[src/rtl/deadlock_stall_monitor.sv]
// ---------------------------------------------------------------------------
// deadlock_stall_monitor
//
// Watches a set of kernel channels and declares a deadlock when every active
// channel has been stalled for TIMEOUT consecutive cycles. A channel is active
// when its instance is not idle. It is stalled when it is active and either
// its stream or its instance reports blocked. A kernel with no active channels
// is never counted as stalled.
//
// Ports
//   clock            single clock, rising-edge state updates
//   reset            synchronous active-high reset, highest priority
//   axis_block_sigs  per-channel stream blocked flags
//   inst_idle_sigs   per-channel instance idle flags
//   inst_block_sigs  per-channel instance blocked (non-stream) flags
//   clear            synchronous clear of the latched block state
//   block            deadlock declared
//   block_event      one-cycle pulse when block is entered
//   block_ch         lowest stalled channel index, captured at block entry
//   block_mask       stalled-channel vector, captured at block entry
//   stall_cnt        current consecutive all-stalled cycle count
// ---------------------------------------------------------------------------
module deadlock_stall_monitor #(
   parameter int NUM_CH  = 5,
   parameter int TIMEOUT = 1024,
   parameter int CNT_W   = 16,
   parameter int STICKY  = 1,
   parameter int IDX_W   = 3
) (
   input  logic              clock,
   input  logic              reset,
   input  logic [NUM_CH-1:0] axis_block_sigs,
   input  logic [NUM_CH-1:0] inst_idle_sigs,
   input  logic [NUM_CH-1:0] inst_block_sigs,
   input  logic              clear,
   output logic              block,
   output logic              block_event,
   output logic [IDX_W-1:0]  block_ch,
   output logic [NUM_CH-1:0] block_mask,
   output logic [CNT_W-1:0]  stall_cnt
);

   typedef enum logic [1:0] {IDLE, COUNTING, BLOCKED} state_t;

   localparam logic [CNT_W:0]   TIMEOUT_W = (CNT_W+1)'(TIMEOUT);
   localparam logic [CNT_W-1:0] CNT_MAX   = {CNT_W{1'b1}};

   state_t             state;
   logic [NUM_CH-1:0]  active;
   logic [NUM_CH-1:0]  stalled;
   logic               all_stalled;
   logic [IDX_W-1:0]   low_idx;
   logic [CNT_W:0]     cnt_inc;
   logic               reach_timeout;

   // Per-channel classification. The all-stalled condition requires at least
   // one active channel, so a fully idle kernel is never mistaken for a hang.
   always_comb begin
      active      = ~inst_idle_sigs;
      stalled     = active & (axis_block_sigs | inst_block_sigs);
      all_stalled = (active != '0) && (stalled == active);
   end

   // Lowest set index of the stalled vector. Scanning from the top down lets
   // the last hit (the lowest index) win without a priority chain of ifs.
   always_comb begin
      low_idx = '0;
      for (int i = NUM_CH - 1; i >= 0; i--) begin
         if (stalled[i]) low_idx = IDX_W'(i);
      end
   end

   // The increment is one bit wider so the timeout compare cannot be fooled
   // by a wrap of the counter.
   always_comb begin
      cnt_inc       = {1'b0, stall_cnt} + {{CNT_W{1'b0}}, 1'b1};
      reach_timeout = (cnt_inc >= TIMEOUT_W);
   end

   // Main FSM with registered outputs. Priority is reset, then clear, then
   // the normal transitions, so a clear in the same cycle as a timeout keeps
   // the monitor out of BLOCKED. block_event defaults low every cycle so it
   // can only pulse on the entry edge.
   always_ff @(posedge clock) begin
      if (reset) begin
         state       <= IDLE;
         block       <= 1'b0;
         block_event <= 1'b0;
         block_ch    <= '0;
         block_mask  <= '0;
         stall_cnt   <= '0;
      end else if (clear) begin
         state       <= IDLE;
         block       <= 1'b0;
         block_event <= 1'b0;
         block_ch    <= '0;
         block_mask  <= '0;
         stall_cnt   <= '0;
      end else begin
         block_event <= 1'b0;
         case (state)
            IDLE: begin
               if (all_stalled) begin
                  stall_cnt <= cnt_inc[CNT_W-1:0];
                  if (TIMEOUT == 1) begin
                     state       <= BLOCKED;
                     block       <= 1'b1;
                     block_event <= 1'b1;
                     block_mask  <= stalled;
                     block_ch    <= low_idx;
                  end else begin
                     state <= COUNTING;
                  end
               end
            end
            COUNTING: begin
               if (!all_stalled) begin
                  state     <= IDLE;
                  stall_cnt <= '0;
               end else begin
                  stall_cnt <= cnt_inc[CNT_W-1:0];
                  if (reach_timeout) begin
                     state       <= BLOCKED;
                     block       <= 1'b1;
                     block_event <= 1'b1;
                     block_mask  <= stalled;
                     block_ch    <= low_idx;
                  end
               end
            end
            BLOCKED: begin
               if (all_stalled) begin
                  if (stall_cnt != CNT_MAX) stall_cnt <= cnt_inc[CNT_W-1:0];
               end else if (STICKY == 0) begin
                  state      <= IDLE;
                  block      <= 1'b0;
                  block_mask <= '0;
                  block_ch   <= '0;
                  stall_cnt  <= '0;
               end
            end
            default: begin
               state     <= IDLE;
               block     <= 1'b0;
               stall_cnt <= '0;
            end
         endcase
      end
   end

endmodule

[config.mk]
export PLATFORM = sky130hd
export DESIGN_NAME = deadlock_stall_monitor
export DESIGN_NICKNAME = d
export VERILOG_FILES = /design/src/rtl/deadlock_stall_monitor.sv
export SDC_FILE = /design/constraint.sdc
export NUM_CORES = 1
export LEC_CHECK = 0
export BUFFER_PORTS_ARGS = -buffer_cell sky130_fd_sc_hd__buf_2
export CORE_ASPECT_RATIO = 1.5
export CORE_MARGIN = 3
export CORE_UTILIZATION = 50
export CTS_CLUSTER_DIAMETER = 200
export DETAILED_ROUTE_END_ITERATION = 10
export GPL_TIMING_DRIVEN = 0
export PLACE_DENSITY = 0.74
export SYNTH_ARGS = -nofsm -noshare
export SYNTH_HDL_FRONTEND = slang
export SYNTH_SLANG_ARGS = --single-unit
[constraint.sdc]
create_clock -name clock -period 7.1 [get_ports clock]
set_clock_uncertainty 0.1 [all_clocks]
set_input_delay 1.42 -clock clock [delete_from_list [all_inputs] [get_ports clock]]
set_output_delay 1.42 -clock clock [all_outputs]
set_load 0.02 [all_outputs]
# After elaboration in Yosys (flattened, before gate mapping)
# Cells that the tools add are included.
dict set report op_classes {
  reduce_logical 10
  mux 18
  order_cmp 1
  addsub 1
  n_eq_ne 10
  n_bitwise 7
}
# operator n
set ops {}
lappend ops {{$mux W16} 4}
lappend ops {{$pmux W16 S3} 1}
lappend ops {{$add A16 B1 Y17 const B} 1}
lappend ops {{$ge A17 B11 Y1 const B} 1}
lappend ops {{$ne A16 B16 Y1 const B} 1}
lappend ops {{$mux W3} 5}
lappend ops {{$reduce_and A3 Y1} 4}
lappend ops {{$ne A2 B2 Y1 const B} 5}
lappend ops {{$mux W2} 3}
lappend ops {{$pmux W2 S3} 1}
lappend ops {{$and A5 B5 Y5} 1}
lappend ops {{$eq A5 B5 Y1} 1}
lappend ops {{$not A5 Y5} 1}
lappend ops {{$or A5 B5 Y5} 1}
lappend ops {{$reduce_bool A5 Y1} 1}
lappend ops {{$not A1 Y1} 4}
lappend ops {{$reduce_or A2 Y1} 2}
lappend ops {{$reduce_or A4 Y1} 1}
lappend ops {{$mux W1} 3}
lappend ops {{$ne A3 B3 Y1 const B} 1}
lappend ops {{$eq A2 B1 Y1 const B} 1}
lappend ops {{$eq A2 B2 Y1 const B} 1}
lappend ops {{$logic_not A2 Y1} 1}
lappend ops {{$pmux W1 S2} 1}
lappend ops {{$logic_and A1 B1 Y1} 1}
dict set report word_totals {
  out_inout_bits 26
  inputBits 18
  word_cells 53
  regBits 28
}

# Logic depth before layout (Yosys ltp)
# Gate-level depths: netlist of run 1.
dict set report depth {
  word_depth 7
  mapped_depth 7
  ltp_nobuf 7
}

# Worst setup path before layout of run 1
# No wires, ideal clock.
dict set report synth_path {
  kind {input to register}
  from {in inst_idle_sigs[3]}
  to {reg stall_cnt[12]}
  setup_time_ns 0.117
  path_slack_ns 3.944
  n_path_buf 0
  path_stages 6
  t_required_ns 6.883
  t_arrival_ns 2.939
  path_cell_list {nor3_1 -> or4_1 -> a311oi_2 -> nor3_1 -> a21o_1 -> a22o_1}
}
dict set report synth_via {
  elab_chain_cells 6
  word_cells_on_any_way 10
  cone_classes {3 x eq/ne; 2 x mux; 2 x bitwise; 3 x reduce/logical}
}
# item line_no
set synth_lines {}
lappend synth_lines {{start: declaration} 33} ;# input logic [NUM_CH-1:0] inst_idle_sigs,
lappend synth_lines {{$not A5 Y5 (*)} 59} ;# active = ~inst_idle_sigs;
lappend synth_lines {{$and A5 B5 Y5} 60} ;# stalled = active & (axis_block_sigs | inst_block_sigs);
lappend synth_lines {{$eq A5 B5 Y1} 61} ;# all_stalled = (active != '0) && (stalled == active);
lappend synth_lines {{$logic_and A1 B1 Y1 (*)} 61}
lappend synth_lines {{$mux W16 / $ne A2 B2 Y1 (equally long branches)} -}
lappend synth_lines {{$pmux W16 S3 / $reduce_and A3 Y1 (equally long branches)} -}
lappend synth_lines {{end signal: assignment} 104} ;# stall_cnt <= cnt_inc[CNT_W-1:0];
lappend synth_lines {{end signal: assignment} 121} ;# stall_cnt <= cnt_inc[CNT_W-1:0];
lappend synth_lines {{end signal: assignment} 133} ;# if (stall_cnt != CNT_MAX) stall_cnt <= cnt_inc[CNT_W-1:0];
lappend synth_lines {{end: declaration} 40} ;# output logic [CNT_W-1:0] stall_cnt
# Every way passes the cells marked *; elsewhere a longest branch is shown, timed or not.
# A chain may end at the register's enable or synchronous reset.

# Final worst setup path of run 1
dict set report layout_path {
  from {in inst_idle_sigs[3]}
  to {reg stall_cnt[13]}
}
# The elaborated chain is that of the path after synthesis.

==> reports/qor.txt, run 1 <==
status = completed
Netlist Area Pre-Place = 1530 um2
Cells on Worst Hold Path = 1
Max Cap Viol = 0
Tcrit/Tclk final = 46.8%
Post-synth top flop = dfxtp_1
CP Launch Type = input pin
post-CTS resize count = 0
Max rail drop VDD = 0.102 mV
final antenna-violating net count = 0
Async SR Flop Fraction = 0%
CP required = 7180 ps
leading cell types in the layout, fill and taps excluded = 43 x buf_2, 29 x nor2_1, 28 x dfxtp_1, 25 x nand2_1, 12 x mux2i_1
DRC Markers = 0
Worst Hold Class = reg2reg
syn nets = 203
Hold Vio Cnt, Final = 0
leakage = 0.773 nW
post-synth top area cell = dfxtp_1
sequential element share of the synthesized area = 36.6%
CTS tree = yes
crit path DAT = 3400 ps
Area contributors post-synth = dfxtp_1 37%, mux2i_1 7.8%, nor2_1 7.1%, nand2_1 6.1%, xor2_1 4.6%
CTS clk-pin slew, worst paths = 100 ps
post-synthesis register bit count = 28
Die Width = 51.2 um
setup tns final = 0 ps
Root Buffer = clkbuf_8
clock sink count = 28
worst rel slew slack = 50.5%
global route total overflow = 0
Core ar. = 2910 um2
Syn Area/Cell = 8.32 um2
total track usage = 20.8%
vias per cell = 5.42
global-route wire length before repair = 6050 um
Die Y = 73.8 um
Initial Util = 52.6%
CP Class = in2reg
initial antenna violation count = 0
total wire length = 3430 um
cell count of the worst reg-to-reg path = 7
RSZ-0062 raised after global routing = false
clock latency on the worst-skew pair = 280 ps
Setup Fix Bufs, Post-CTS = 0
met2 Usage GRT = 40.2%
Via Count = 1464
DR iter-0 viols = 30
Slew @ Worst Pin = 737 ps
f_max = 301 MHz
crit path time final = 3320 ps
Final Setup Violations = 0
Final Power = 0.000290 W
Critical Path End Type = flop
commonest non-fill, non-tap cell in the layout = buf_2
num ports = 44
maximum clock path buffer count = 2
vias in the first global route = 1437
met3 global-route usage = 2.64%
largest net degree at the start of global routing = 16
met1 usage = 21.4%
top cell type's share of synthesized area = 36.6%
Pre-antenna DRT Iters = 3
WL/cell = 12.7 um
Worst Path Max Fanout = 9
Area growth, synth to finish = 20.8%
cts hold-fix bufs = 0
dpl hpwl = 2700 um
synthesized netlist cell count = 184
CTS H-tree depth = 1
GR peak layer = met2
TritonCTS buffer count = 3
share of layout cells above drive strength 1 = 25.5%
fin. max-slew vios = 0
Antenna Cells = 0
number of synthesis warnings = 0
Nets = 251
num rows = 24
Post-synth EDFFs = 0
pwr/cell area = 157 nW/um2
RD Place Congestion = 0.794
synth unique cells = 41
port bufs = 43
Die ar. = 3780 um2
-- flip-flops by register name, indices dropped and copies added (netlist names) --
name / cells
block_mask: 5
block: 1
state: 2
block_event: 1
block_ch: 3
stall_cnt: 16
-- worst max-delay path, cell delays in order --
cell and delay [ps]:
buf_2 110, nor3_1 50, or4_1 580, a311oi_2 570, nor3_1 280, a21o_1 220
a22o_1 170
-- per-stage QoR --
stage	worst slack (ps)	std cells	hold slack [ps]	area, um2	util (%)
final	3780	270	361	1850	63.5
after global routing	3650	270	389	1850	63.5
after CTS	3780	270	365	1850	63.5
after detailed placement	3510	266	344	1800	61.6
after global placement	3470	266	332	1800	61.6
after floorplan	3940	184	432	1530	-
-- synth_stat cells, types with 2 or more instances --
cell type / number
dfxtp_1: 28
a21oi_1: 3
or4_1: 2
or2_2: 3
clkbuf_1: 5
nand3_1: 9
xor2_1: 8
nor2_1: 29
o311ai_0: 2
a22o_1: 2
inv_1: 2
or3_1: 2
nand2_1: 25
nor3_1: 9
nor3b_1: 2
and2_1: 3
and3_1: 2
a31oi_1: 2
mux2i_1: 12
o211ai_1: 4
a21o_1: 4
o2111ai_1: 3
o21ai_0: 5
-- worst paths after layout --
| path | end | startpoint | slack (ps) |
|---|---|---|---|
| max | stall_cnt[13] | inst_idle_sigs[3] | 3780 |
| max reg2reg | stall_cnt[15] | stall_cnt[0] | 4520 |
| min | block | block | 360 |
| min reg2reg | block | block | 360 |
-- layer usage --
metal	wire [um]	vias up
met5	0	-
met4	57	0
met3	167	5
met2	1830	36
met1	1370	667
li1	-	756
-- cell type report --
type,count,area [um2]
Fill cell,278,1060
Sequential cell,28,561
Timing Repair Buffer,43,215
Tap cell,39,48.8
Clock buffer,4,55.1
Inverter,2,7.51
Multi-Input combinational cell,149,945
Buffer,5,18.8
-- cells by family after synthesis --
logic type,after synthesis,share of synthesized area (%)
AND/OR/NAND/NOR,94,30.4
AO/OA/AOI/OAI,32,16.5
flip-flops,28,36.6
multiplexers,13,8.82
XOR/XNOR,9,5.15
buffers and inverters,7,1.72
adder cells (fa/ha/maj),1,0.817
-- power breakdown --
group          total (W)  switching (W)  internal (W)
registers       0.000159     0.00000110      0.000158
logic          0.0000308      0.0000192     0.0000116
clock network   0.000100      0.0000504     0.0000497
No activity file was read; power rests on OpenSTA's default activity.
==> run 2: changes to the inputs <==
- ABC_AREA: default -> 1
- CORE_UTILIZATION: 50 -> 46
- PLACE_DENSITY: 0.74 -> 0.71
- clock period: 7.1 -> 2.9 ns (I/O delays scaled with it)
==> reports/qor.txt, run 2 <==
status = completed
Commonest cells post-synth = 51 x nand2_1, 31 x inv_1, 28 x dfxtp_1
clock latency on the worst-skew pair = 280 ps
design area = 1920 um2
number of synthesis warnings = 0
setup tns final = 0 ps
Syn Area/Cell = 6.74 um2
share of layout cells above drive strength 1 = 22.7%
maximum clock path buffer count = 2
final antenna-violating net count = 0
Setup Fix Bufs, Post-CTS = 0
leading cell types in the layout, fill and taps excluded = 51 x nand2_1, 43 x buf_2, 31 x inv_1, 28 x dfxtp_1, 23 x nand3_1
DRC Markers = 0
final setup margin = 756 ps
Async SR Flop Fraction = 0%
Worst Path Max Fanout = 9
vias in the first global route = 1647
Area growth, synth to finish = 21.3%
Netlist Area Pre-Place = 1580 um2
Initial Util = 49.1%
Die Width = 53.9 um
fin. max-slew vios = 0
Hold Startpoint = block
Biggest register = stall_cnt
global-route wire length before repair = 6770 um
port bufs = 43
Post-synth top flop = dfxtp_1
FF-to-FF Start = stall_cnt[1]
CP max stage delay = 380 ps
crit path DAT = 2250 ps
CP required = 3000 ps
post-CTS resize count = 0
Place WS = 647 ps
total wire length = 3950 um
leakage = 0.830 nW
Worst Hold Class = reg2reg
DR WL met3 = 181 um
Core ar. = 3220 um2
Pre-antenna DRT Iters = 4
WL/cell = 12.3 um
dpl hpwl = 3130 um
clock sink count = 28
Final Power = 0.000779 W
DR iter-0 viols = 45
Post-synth EDFFs = 0
synthesized netlist cell count = 235
Hold Vio Cnt, Final = 0
most common cell in the netlist = nand2_1
total track usage = 21.0%
cell count of the worst reg-to-reg path = 9
TritonCTS buffer count = 3
f_max = 466 MHz
largest registers = stall_cnt x16, block_mask x5, block_ch x3
vias per cell = 5.35
CTS H-tree depth = 1
Max rail drop VDD = 0.237 mV
R2R Setup Slk = 760 ps
M1 wire length = 1560 um
commonest non-fill, non-tap cell in the layout = nand2_1
reg-to-reg endpoint = stall_cnt[12]
Area contributors post-synth = dfxtp_1 35%, nand2_1 12%, inv_1 7.4%, nand3_1 7.3%, nor2_1 4.5%
num ports = 44
Via Count = 1723
RSZ-0062 raised after global routing = false
DP Area = 1850 um2
Root Buffer = clkbuf_8
slowest stage cell, crit path = dfxtp_1
Slew @ Worst Pin = 524 ps
syn nets = 254
initial antenna violation count = 0
global route total overflow = 0
worst hold endpoint = block
synth unique cells = 28
Max Cap Viol = 0
num rows = 25
Cells on Worst Hold Path = 2
worst-path cell chain = ha_1, nand2_2, nor2_4, nand2_4, nor2_4, nand3_1, o21ai_0, nand3_1, o22ai_1
RD Place Congestion = 0.845
Critical Path End Type = flop
Die ar. = 4200 um2
CTS clk-pin slew, worst paths = 100 ps
Max Used Layer = met4
pwr/cell area = 406 nW/um2
top cell type's share of synthesized area = 35.4%
CP Class = reg2reg
Antenna Cells = 0
largest net degree at the start of global routing = 17
Die Y = 77.8 um
Nets = 302
Largest register FFs = 16
met2 routed WL = 2100 um
CTS tree = yes
Final Setup Violations = 0
CP Launch Type = flop
Tcrit/Tclk final = 73.9%
post-synth top area cell = dfxtp_1
worst rel slew slack = 65.0%
cts hold-fix bufs = 0
sequential element share of the synthesized area = 35.4%
crit path time final = 2140 ps
post-synthesis register bit count = 28
## run 2: per-layer routing
metal,global-route usage [%],vias up
met5,0,-
met4,9.46,0
met3,2.50,9
met2,38.8,55
met1,22.0,772
li1,-,887
## run 2: layout make-up
class                      instances  area [um2]
buffer                             1        3.75
clock buffer                       3        41.3
multi-input combinational        172         891
inverter                          34         128
sequential                        28         561
timing repair buffer              43         215
tap                               40        50.0
clock inverter                     1        30.0
fill                             339        1300
## run 2: cell families (layout without fill, tap and decap cells)
family | Yosys count | in the layout | share of synthesized area, %
AND/OR/NAND/NOR | 129 | 129 | 40.9
AO/OA/AOI/OAI | 42 | 42 | 14.6
flip-flops | 28 | 28 | 35.4
buffers and inverters | 35 | 82 | 8.30
adder cells (fa/ha/maj) | 1 | 1 | 0.790
## run 2: critical path: cells and delay by family, from the launching register on
| family | cells | cell delay, ps |
|---|---|---|
| and+or+nand+nor | 6 | 930 |
| AOI/OAI and AO/OA | 2 | 440 |
| DFF | 1 | 380 |
| adders and majority gates | 1 | 220 |
## run 2: worst max-delay path by stage
stage                       startpoint       endpoint  slack [ps]  cells after the start
floorplan                 stall_cnt[1]    block_ch[1]         930                     14
global placement    inst_block_sigs[4]   stall_cnt[2]         650                      8
detailed placement   inst_idle_sigs[3]  stall_cnt[15]         650                      9
CTS                       stall_cnt[1]  stall_cnt[15]         770                      9
global route              stall_cnt[1]  stall_cnt[11]         520                      9
finish                    stall_cnt[1]  stall_cnt[12]         760                      9
## run 2: power by group
part | total (W) | internal, W | switching [W]
combinational | 0.0000760 | 0.0000226 | 0.0000535
clock | 0.000315 | 0.000185 | 0.000130
sequential | 0.000388 | 0.000386 | 0.00000198
## run 2: stage by stage
step                hold WS [ps]  instances  utilization (%)
global route                 375        322             59.6
detailed placement           342        318             57.4
finish                       355        322             59.6
CTS                          358        322             59.6
floorplan                    402        235                -
global placement             342        318             57.4
